<file path="src/rtl/eei_dispatch_pkg.sv">
// rtl/eei_dispatch_pkg.sv - shared types and encodings for the EEI dispatcher
package eei_dispatch_pkg;

    localparam int EEI_RS_MAX = 4;
    localparam int EEI_RD_MAX = 4;

    localparam logic [1:0] EEI_RD_NONE   = 2'd0;
    localparam logic [1:0] EEI_RD_SINGLE = 2'd1;
    localparam logic [1:0] EEI_RD_BATCH  = 2'd2;
    localparam logic [1:0] EEI_RD_RSVD   = 2'd3;

    typedef enum logic [1:0] {
        EEI_ST_IDLE = 2'd0,
        EEI_ST_BUSY = 2'd1,
        EEI_ST_RESP = 2'd2
    } eei_disp_state_e;

endpackage

</file>
<file path="src/rtl/eei_dispatch_if.sv">
// rtl/eei_dispatch_if.sv - core-side EEI request/response bundle
interface eei_dispatch_if
    import eei_dispatch_pkg::*;
#(
    parameter int RS_MAX = EEI_RS_MAX,
    parameter int RD_MAX = EEI_RD_MAX
) ();

    logic                   eei_req;
    logic                   eei_ext;
    logic [2:0]             eei_funct3;
    logic [6:0]             eei_funct7;
    logic [4:0]             eei_batch_start;
    logic [4:0]             eei_batch_len;
    logic [RS_MAX*32-1:0]   eei_rs_val;
    logic                   eei_ack;
    logic                   eei_error;
    logic [1:0]             eei_rd_op;
    logic [4:0]             eei_rd_len;
    logic [RD_MAX*32-1:0]   eei_rd_val;

    modport master (
        output eei_req, eei_ext, eei_funct3, eei_funct7,
               eei_batch_start, eei_batch_len, eei_rs_val,
        input  eei_ack, eei_error, eei_rd_op, eei_rd_len, eei_rd_val
    );

    modport slave (
        input  eei_req, eei_ext, eei_funct3, eei_funct7,
               eei_batch_start, eei_batch_len, eei_rs_val,
        output eei_ack, eei_error, eei_rd_op, eei_rd_len, eei_rd_val
    );

endinterface

</file>
<file path="src/rtl/eei_dispatch_unit_decode.sv">
// rtl/eei_dispatch_unit_decode.sv - ext/funct3 match to lowest-index unit
module eei_unit_decode #(
    parameter int                     NUM_UNITS   = 4,
    parameter logic [NUM_UNITS-1:0]   UNIT_EXT    = '0,
    parameter logic [NUM_UNITS*3-1:0] UNIT_FUNCT3 = '0,
    parameter int                     SEL_W       = (NUM_UNITS > 1) ? $clog2(NUM_UNITS) : 1
) (
    input  logic                 ext,
    input  logic [2:0]           funct3,
    output logic                 hit,
    output logic [NUM_UNITS-1:0] onehot,
    output logic [SEL_W-1:0]     sel
);

    // Scan from the top down so the lowest matching index is the last writer.
    always_comb begin
        hit    = 1'b0;
        onehot = '0;
        sel    = '0;
        for (int k = NUM_UNITS - 1; k >= 0; k--) begin
            if (UNIT_EXT[k] == ext && UNIT_FUNCT3[k*3 +: 3] == funct3) begin
                hit       = 1'b1;
                onehot    = '0;
                onehot[k] = 1'b1;
                sel       = SEL_W'(k);
            end
        end
    end

endmodule

</file>
<file path="src/rtl/eei_dispatch.sv">
// rtl/eei_dispatch.sv - sequential EEI dispatcher to NUM_UNITS execution units
module eei_dispatch
    import eei_dispatch_pkg::*;
#(
    parameter int                     NUM_UNITS   = 4,
    parameter logic [NUM_UNITS-1:0]   UNIT_EXT    = '0,
    parameter logic [NUM_UNITS*3-1:0] UNIT_FUNCT3 = '0,
    parameter int                     RS_MAX      = EEI_RS_MAX,
    parameter int                     RD_MAX      = EEI_RD_MAX,
    parameter int                     TIMEOUT     = 16
) (
    input  logic                            clk_i,
    input  logic                            rst_ni,
    eei_dispatch_if.slave                   eei,
    output logic [NUM_UNITS-1:0]            u_req,
    output logic [6:0]                      u_funct7,
    output logic [4:0]                      u_batch_start,
    output logic [4:0]                      u_batch_len,
    output logic [RS_MAX*32-1:0]            u_rs_val,
    input  logic [NUM_UNITS-1:0]            u_ack,
    input  logic [NUM_UNITS-1:0]            u_error,
    input  logic [NUM_UNITS*2-1:0]          u_rd_op,
    input  logic [NUM_UNITS*5-1:0]          u_rd_len,
    input  logic [NUM_UNITS*RD_MAX*32-1:0]  u_rd_val
);

    localparam int              SEL_W    = (NUM_UNITS > 1) ? $clog2(NUM_UNITS) : 1;
    localparam int              CNT_W    = $clog2(TIMEOUT);
    localparam logic [CNT_W-1:0] CNT_LAST = CNT_W'(TIMEOUT - 1);
    localparam logic [5:0]      RD_LIMIT = 6'(RD_MAX);

    localparam logic [1:0] ST_IDLE = EEI_ST_IDLE;
    localparam logic [1:0] ST_BUSY = EEI_ST_BUSY;
    localparam logic [1:0] ST_RESP = EEI_ST_RESP;

    logic [1:0]       state;
    logic [SEL_W-1:0] sel;
    logic [CNT_W-1:0] cnt;

    logic                 dec_hit;
    logic [NUM_UNITS-1:0] dec_onehot;
    logic [SEL_W-1:0]     dec_sel;

    eei_unit_decode #(
        .NUM_UNITS   (NUM_UNITS),
        .UNIT_EXT    (UNIT_EXT),
        .UNIT_FUNCT3 (UNIT_FUNCT3),
        .SEL_W       (SEL_W)
    ) u_decode (
        .ext    (eei.eei_ext),
        .funct3 (eei.eei_funct3),
        .hit    (dec_hit),
        .onehot (dec_onehot),
        .sel    (dec_sel)
    );

    logic [1:0]           op_arr  [NUM_UNITS];
    logic [4:0]           len_arr [NUM_UNITS];
    logic [RD_MAX*32-1:0] val_arr [NUM_UNITS];

    for (genvar k = 0; k < NUM_UNITS; k++) begin : g_unpack
        assign op_arr[k]  = u_rd_op[k*2 +: 2];
        assign len_arr[k] = u_rd_len[k*5 +: 5];
        assign val_arr[k] = u_rd_val[k*RD_MAX*32 +: RD_MAX*32];
    end

    logic                 sel_ack;
    logic                 sel_err;
    logic [1:0]           sel_op;
    logic [4:0]           sel_len;
    logic [RD_MAX*32-1:0] sel_val;

    assign sel_ack = u_ack[sel];
    assign sel_err = u_error[sel];
    assign sel_op  = op_arr[sel];
    assign sel_len = len_arr[sel];
    assign sel_val = val_arr[sel];

    logic       bad_rsp;
    logic       rsp_err;
    logic [1:0] rsp_op;
    logic [4:0] rsp_len;

    // Sanitise the selected unit's response: reserved op or oversize batch becomes an error.
    always_comb begin
        bad_rsp = (sel_op == EEI_RD_RSVD) ||
                  (sel_op == EEI_RD_BATCH && {1'b0, sel_len} > RD_LIMIT);
        rsp_err = sel_err | bad_rsp;
        rsp_op  = bad_rsp ? EEI_RD_NONE : sel_op;
        rsp_len = (rsp_op == EEI_RD_BATCH) ? sel_len : 5'd0;
    end

    // Dispatch FSM: decode in IDLE, hold the unit request in BUSY, strobe the response in RESP.
    always_ff @(posedge clk_i) begin
        if (!rst_ni) begin
            state           <= ST_IDLE;
            sel             <= '0;
            cnt             <= '0;
            u_req           <= '0;
            u_funct7        <= '0;
            u_batch_start   <= '0;
            u_batch_len     <= '0;
            u_rs_val        <= '0;
            eei.eei_ack     <= 1'b0;
            eei.eei_error   <= 1'b0;
            eei.eei_rd_op   <= EEI_RD_NONE;
            eei.eei_rd_len  <= '0;
            eei.eei_rd_val  <= '0;
        end else begin
            eei.eei_ack <= 1'b0;
            case (state)
                ST_IDLE: begin
                    if (eei.eei_req) begin
                        if (dec_hit) begin
                            u_req         <= dec_onehot;
                            u_funct7      <= eei.eei_funct7;
                            u_batch_start <= eei.eei_batch_start;
                            u_batch_len   <= eei.eei_batch_len;
                            u_rs_val      <= eei.eei_rs_val;
                            sel           <= dec_sel;
                            cnt           <= '0;
                            state         <= ST_BUSY;
                        end else begin
                            eei.eei_ack    <= 1'b1;
                            eei.eei_error  <= 1'b1;
                            eei.eei_rd_op  <= EEI_RD_NONE;
                            eei.eei_rd_len <= '0;
                            eei.eei_rd_val <= '0;
                            state          <= ST_RESP;
                        end
                    end
                end
                ST_BUSY: begin
                    if (!eei.eei_req) begin
                        // Core flushed the instruction: abandon silently.
                        u_req <= '0;
                        state <= ST_IDLE;
                    end else if (sel_ack) begin
                        u_req          <= '0;
                        eei.eei_ack    <= 1'b1;
                        eei.eei_error  <= rsp_err;
                        eei.eei_rd_op  <= rsp_op;
                        eei.eei_rd_len <= rsp_len;
                        eei.eei_rd_val <= sel_val;
                        state          <= ST_RESP;
                    end else if (cnt == CNT_LAST) begin
                        u_req          <= '0;
                        eei.eei_ack    <= 1'b1;
                        eei.eei_error  <= 1'b1;
                        eei.eei_rd_op  <= EEI_RD_NONE;
                        eei.eei_rd_len <= '0;
                        eei.eei_rd_val <= '0;
                        state          <= ST_RESP;
                    end else begin
                        cnt <= cnt + 1'b1;
                    end
                end
                ST_RESP: begin
                    state <= ST_IDLE;
                end
                default: begin
                    state <= ST_IDLE;
                end
            endcase
        end
    end

endmodule

</file>
<file path="src/flat_wrapper.sv">
// flat-port wrapper written by rule: the top's interface ports become plain ports
module eei_dispatch_flat import eei_dispatch_pkg::*;
#(
    parameter int                     NUM_UNITS   = 4,
    parameter logic [NUM_UNITS-1:0]   UNIT_EXT    = '0,
    parameter logic [NUM_UNITS*3-1:0] UNIT_FUNCT3 = '0,
    parameter int                     RS_MAX      = EEI_RS_MAX,
    parameter int                     RD_MAX      = EEI_RD_MAX,
    parameter int                     TIMEOUT     = 16
)
  (clk_i, rst_ni, u_req, u_funct7, u_batch_start, u_batch_len, u_rs_val, u_ack, u_error, u_rd_op, u_rd_len, u_rd_val, eei_eei_req, eei_eei_ext, eei_eei_funct3, eei_eei_funct7, eei_eei_batch_start, eei_eei_batch_len, eei_eei_rs_val, eei_eei_ack, eei_eei_error, eei_eei_rd_op, eei_eei_rd_len, eei_eei_rd_val);
  eei_dispatch_if #(.RS_MAX(RS_MAX), .RD_MAX(RD_MAX)) eei_i ();
  input  logic clk_i;
  input  logic rst_ni;
  output logic [NUM_UNITS-1:0] u_req;
  output logic [6:0] u_funct7;
  output logic [4:0] u_batch_start;
  output logic [4:0] u_batch_len;
  output logic [RS_MAX*32-1:0] u_rs_val;
  input  logic [NUM_UNITS-1:0] u_ack;
  input  logic [NUM_UNITS-1:0] u_error;
  input  logic [NUM_UNITS*2-1:0] u_rd_op;
  input  logic [NUM_UNITS*5-1:0] u_rd_len;
  input  logic [NUM_UNITS*RD_MAX*32-1:0] u_rd_val;
  input wire logic [$bits(eei_i.eei_req)-1:0] eei_eei_req;
  input wire logic [$bits(eei_i.eei_ext)-1:0] eei_eei_ext;
  input wire logic [$bits(eei_i.eei_funct3)-1:0] eei_eei_funct3;
  input wire logic [$bits(eei_i.eei_funct7)-1:0] eei_eei_funct7;
  input wire logic [$bits(eei_i.eei_batch_start)-1:0] eei_eei_batch_start;
  input wire logic [$bits(eei_i.eei_batch_len)-1:0] eei_eei_batch_len;
  input wire logic [$bits(eei_i.eei_rs_val)-1:0] eei_eei_rs_val;
  output wire logic [$bits(eei_i.eei_ack)-1:0] eei_eei_ack;
  output wire logic [$bits(eei_i.eei_error)-1:0] eei_eei_error;
  output wire logic [$bits(eei_i.eei_rd_op)-1:0] eei_eei_rd_op;
  output wire logic [$bits(eei_i.eei_rd_len)-1:0] eei_eei_rd_len;
  output wire logic [$bits(eei_i.eei_rd_val)-1:0] eei_eei_rd_val;
  assign eei_i.eei_req = eei_eei_req;
  assign eei_i.eei_ext = eei_eei_ext;
  assign eei_i.eei_funct3 = eei_eei_funct3;
  assign eei_i.eei_funct7 = eei_eei_funct7;
  assign eei_i.eei_batch_start = eei_eei_batch_start;
  assign eei_i.eei_batch_len = eei_eei_batch_len;
  assign eei_i.eei_rs_val = eei_eei_rs_val;
  assign eei_eei_ack = eei_i.eei_ack;
  assign eei_eei_error = eei_i.eei_error;
  assign eei_eei_rd_op = eei_i.eei_rd_op;
  assign eei_eei_rd_len = eei_i.eei_rd_len;
  assign eei_eei_rd_val = eei_i.eei_rd_val;
  eei_dispatch #(.NUM_UNITS(NUM_UNITS), .UNIT_EXT(UNIT_EXT), .UNIT_FUNCT3(UNIT_FUNCT3), .RS_MAX(RS_MAX), .RD_MAX(RD_MAX), .TIMEOUT(TIMEOUT)) u_core (.clk_i(clk_i), .rst_ni(rst_ni), .eei(eei_i), .u_req(u_req), .u_funct7(u_funct7), .u_batch_start(u_batch_start), .u_batch_len(u_batch_len), .u_rs_val(u_rs_val), .u_ack(u_ack), .u_error(u_error), .u_rd_op(u_rd_op), .u_rd_len(u_rd_len), .u_rd_val(u_rd_val));
endmodule
</file>
<file path="config.mk">
export PLATFORM = sky130hd
export DESIGN_NAME = eei_dispatch_flat
export DESIGN_NICKNAME = d
export VERILOG_FILES = /design/src/rtl/eei_dispatch_pkg.sv /design/src/rtl/eei_dispatch_if.sv /design/src/rtl/eei_dispatch_unit_decode.sv /design/src/rtl/eei_dispatch.sv /design/src/flat_wrapper.sv
export SDC_FILE = /design/constraint.sdc
export NUM_CORES = 1
export LEC_CHECK = 0
export ABC_AREA = 1
export ABC_CLOCK_PERIOD_IN_PS = 2300
export CELL_PAD_IN_SITES_DETAIL_PLACEMENT = 2
export CELL_PAD_IN_SITES_GLOBAL_PLACEMENT = 2
export CORE_AREA = 2 2 379 381
export DETAILED_ROUTE_END_ITERATION = 8
export DIE_AREA = 0 0 381 383
export PLACE_DENSITY = 0.54
export SYNTH_ARGS = -nofsm -noshare
export SYNTH_HDL_FRONTEND = slang
export SYNTH_SLANG_ARGS = --single-unit
export TNS_END_PERCENT = 1
</file>
<file path="constraint.sdc">
create_clock -name clk_i -period 2.3 [get_ports clk_i]
set_clock_uncertainty 0.15 [all_clocks]
set_input_delay 0.46 -clock clk_i [delete_from_list [all_inputs] [get_ports clk_i]]
set_output_delay 0.46 -clock clk_i [all_outputs]
set_load 0.1 [all_outputs]
</file>
==> results <==
-- metal layers --
layer / wire length [um] / up-vias / global-route usage [%] / share of wire, %
met5: 92 / - / 0 / 0.14
met4: 2200 / 16 / 3.81 / 3.2
met3: 6180 / 109 / 3.68 / 9.1
met2: 32400 / 378 / 14.7 / 48
met1: 27200 / 5426 / 10.2 / 40
li1: - / 5508 / - / -
-- placed cells by master (no fill, tap or decap), drive strengths merged, types with 8 or more instances in the layout --
cell type | synthesis | routed
clkinv | 0 | 8
o21ai | 148 | 148
a21oi | 139 | 139
buf | 54 | 380
clkdlybuf4s50 | 0 | 287
nor2 | 313 | 313
nand3 | 136 | 136
diode | 0 | 18
clkbuf | 54 | 62
inv | 12 | 14
nand2 | 154 | 154
dfxtp | 289 | 289
-- per-stage QoR --
stage	area, um2	hold slack [ps]	worst slack [ps]
5_1_grt	19600	166	65.1
6_report	19700	182	259
3_3_place_gp	18200	282	-259
4_1_cts	19600	136	184
2_1_floorplan	10300	307	581
3_5_place_dp	18200	283	-244
-- worst max-delay path: stages, from the launching register on --
cell     delay, ps
dfxtp_1        350
ha_1           200
nand3_1        140
nand3_1        110
nand2_1        100
nor2_4         110
buf_12         170
buf_12         180
buf_16         180
nand3_1        100
a21oi_1        140
-- area by class of cell --
class	count	area, um2
fillers	16800	123000
repair buffers	667	6050
flip-flops and latches	289	5790
multi-input cells	898	3950
well taps	1903	2380
clock buffers	62	1270
clock inverters	13	133
inverters	12	57.6
diodes	18	45.0
-- power breakdown --
group	switching (mW)	internal (mW)	total (mW)	leakage, nW
sequential	0.0321	5.07	5.10	2.33
combinational	0.935	0.695	1.63	4.12
clock	2.65	4.03	6.68	0.694
-- registers in the layout (all words and copies together), names as in the netlist --
signal and count:
u_core.eei.eei_ack 1, u_core.u_funct7 7, u_core.eei.eei_rd_val 128, u_core.eei.eei_error 1, u_core.state 2, u_core.u_batch_start 5
u_core.eei.eei_rd_op 2, u_core.u_rs_val 128, u_core.u_batch_len 5, u_core.cnt 4, u_core.eei.eei_rd_len 5, u_core.u_req 1
-- what timing repair did --
item | CTS | global route
resized for setup | 0 | 2
hold buffers | 0 | 0
setup endpoints to repair | 0 | 1
-- logic make-up (layout without fill, tap and decap cells) --
kind of cell    after synthesis  in the layout  share of synthesized area [%]
simple gates                605            605                           24.0
flops                       289            289                           56.3
compound gates              288            288                           14.1
buf+inv                     120            754                           5.43
fa+ha+maj                     1              1                          0.122
other cells                   1             21                         0.0365
xor+xnor                      1              1                         0.0853
-- final timing paths --
kind	start	endpoint	slack, ps
max	u_core.cnt[1]	u_core.eei.eei_rd_val[1]	260
min	rst_ni	u_core.u_rs_val[127]	180
max reg2reg	u_core.cnt[1]	u_core.eei.eei_rd_val[1]	260
min reg2reg	u_core.eei.eei_rd_len[3]	u_core.eei.eei_rd_len[3]	290
==> run_results.csv <==
group,metric,value,unit
die,die_y,383,um
yosys,synth_cell_types,23,
die,core,142000,um2
die,floorplan.io_pins,986,
critical_path,rr_worst_depth,10,
finish,syn2layout_area_growth,91.4,%
clock_network,cts_tree,"yes",
clock_network,htreeDepth,2,
sta,period_needed,2040,ps
yosys,ys.flop_type,"dfxtp_1",
clock_network,clock_latency,580,ps
sta,hold_viol_final,0,
clock_network,cts_sinks,289,
yosys,synth_top_area_share,56.3,%
clock_network,clk_path_buf_depth,3,
global_route,antenna_found_initial,44,
pwr,p_leak,7.15,nW
clock_network,numCtsBuffers,43,
place,placedCellCount,3769,
clock_network,postCtsSetupRepairBufs,0,
finish,fin_util,13.8,%
finish,drive_gt1_share,23.6,%
place,dp_hpwl,55.5,mm
global_route,gr-total-overflow,0,
drt,drt-total-wl,68.1,mm
drt,routedWlPerCell,17.6,um
critical_path,crit_required,2660,ps
finish,final_nets,2612,
clock_network,root_buffer,"clkbuf_16",
sta,finalSetupTns,0,ps
yosys,synth_most_common_cell,"nor2_1",
yosys,synth_area_leader_cell,"dfxtp_1",
die,initial_core_util,7.22,%
global_route,grt_usage,8.97,%
hold_path,hold_depth,3,
critical_path,cp_max_fo,28,
sta,setup_viol,0,
finish,stdcell_count,3862,
pwr,total_power,13.4,mW
run,drv_cap,0,
yosys,netlist_area,10300,um2
clock_network,cts.clk_slew.worst_paths,60,ps
critical_path,endpoint_kind,"register",
drt,drtIter0Drc,314,
yosys,synth_edf_count,0,
drt,avgViaCountPerCell,2.96,
place,io_buffers,571,
yosys,yosysWarnings,0,
yosys,avgSynthCellArea,7.87,um2
die,placementRows,139,
die,die_x,381,um
place,gp_congestion,0.731,
die,die-area,146000,um2
global_route,grt_pass1_wl,92.4,mm
pwr,p_per_area,682,nW/um2
yosys,syn-instance-count,1305,
yosys,synth_common_cells,"nor2_1 (311), dfxtp_1 (289), nand2_1 (153), o21ai_0 (143), a21oi_1 (139)",
sta,clock.fmax,0.490,GHz
drt,dr.pass1.iters,4,
status,status,"finished clean",
hold_path,hp-class,"input pin to register",
yosys,ys_top_cells_by_area,"dfxtp_1 (56%), nor2_1 (11%), o21ai_0 (7.0%)",
sta,rsz0062_at_grt,"false",
sta,period_share,88.8,%
drt,drc,0,
pwr,vdd_drop_max,411,uV
sta,drv_slew,0,
critical_path,crit_type,"register to register",
yosys,synthArstFlopShare,0,%
global_route,grt_max_degree,54,
yosys,ys_seq_elements,289,
drt,antenna_left,0,
drt,via_count,11400,
yosys,ys_seq_area_share,56.3,%
critical_path,crit_arrival,2400,ps
global_route,grt_pass1_vias,11800,
critical_path,startpoint_type,"register",
Power figures use the tool's default switching activity.
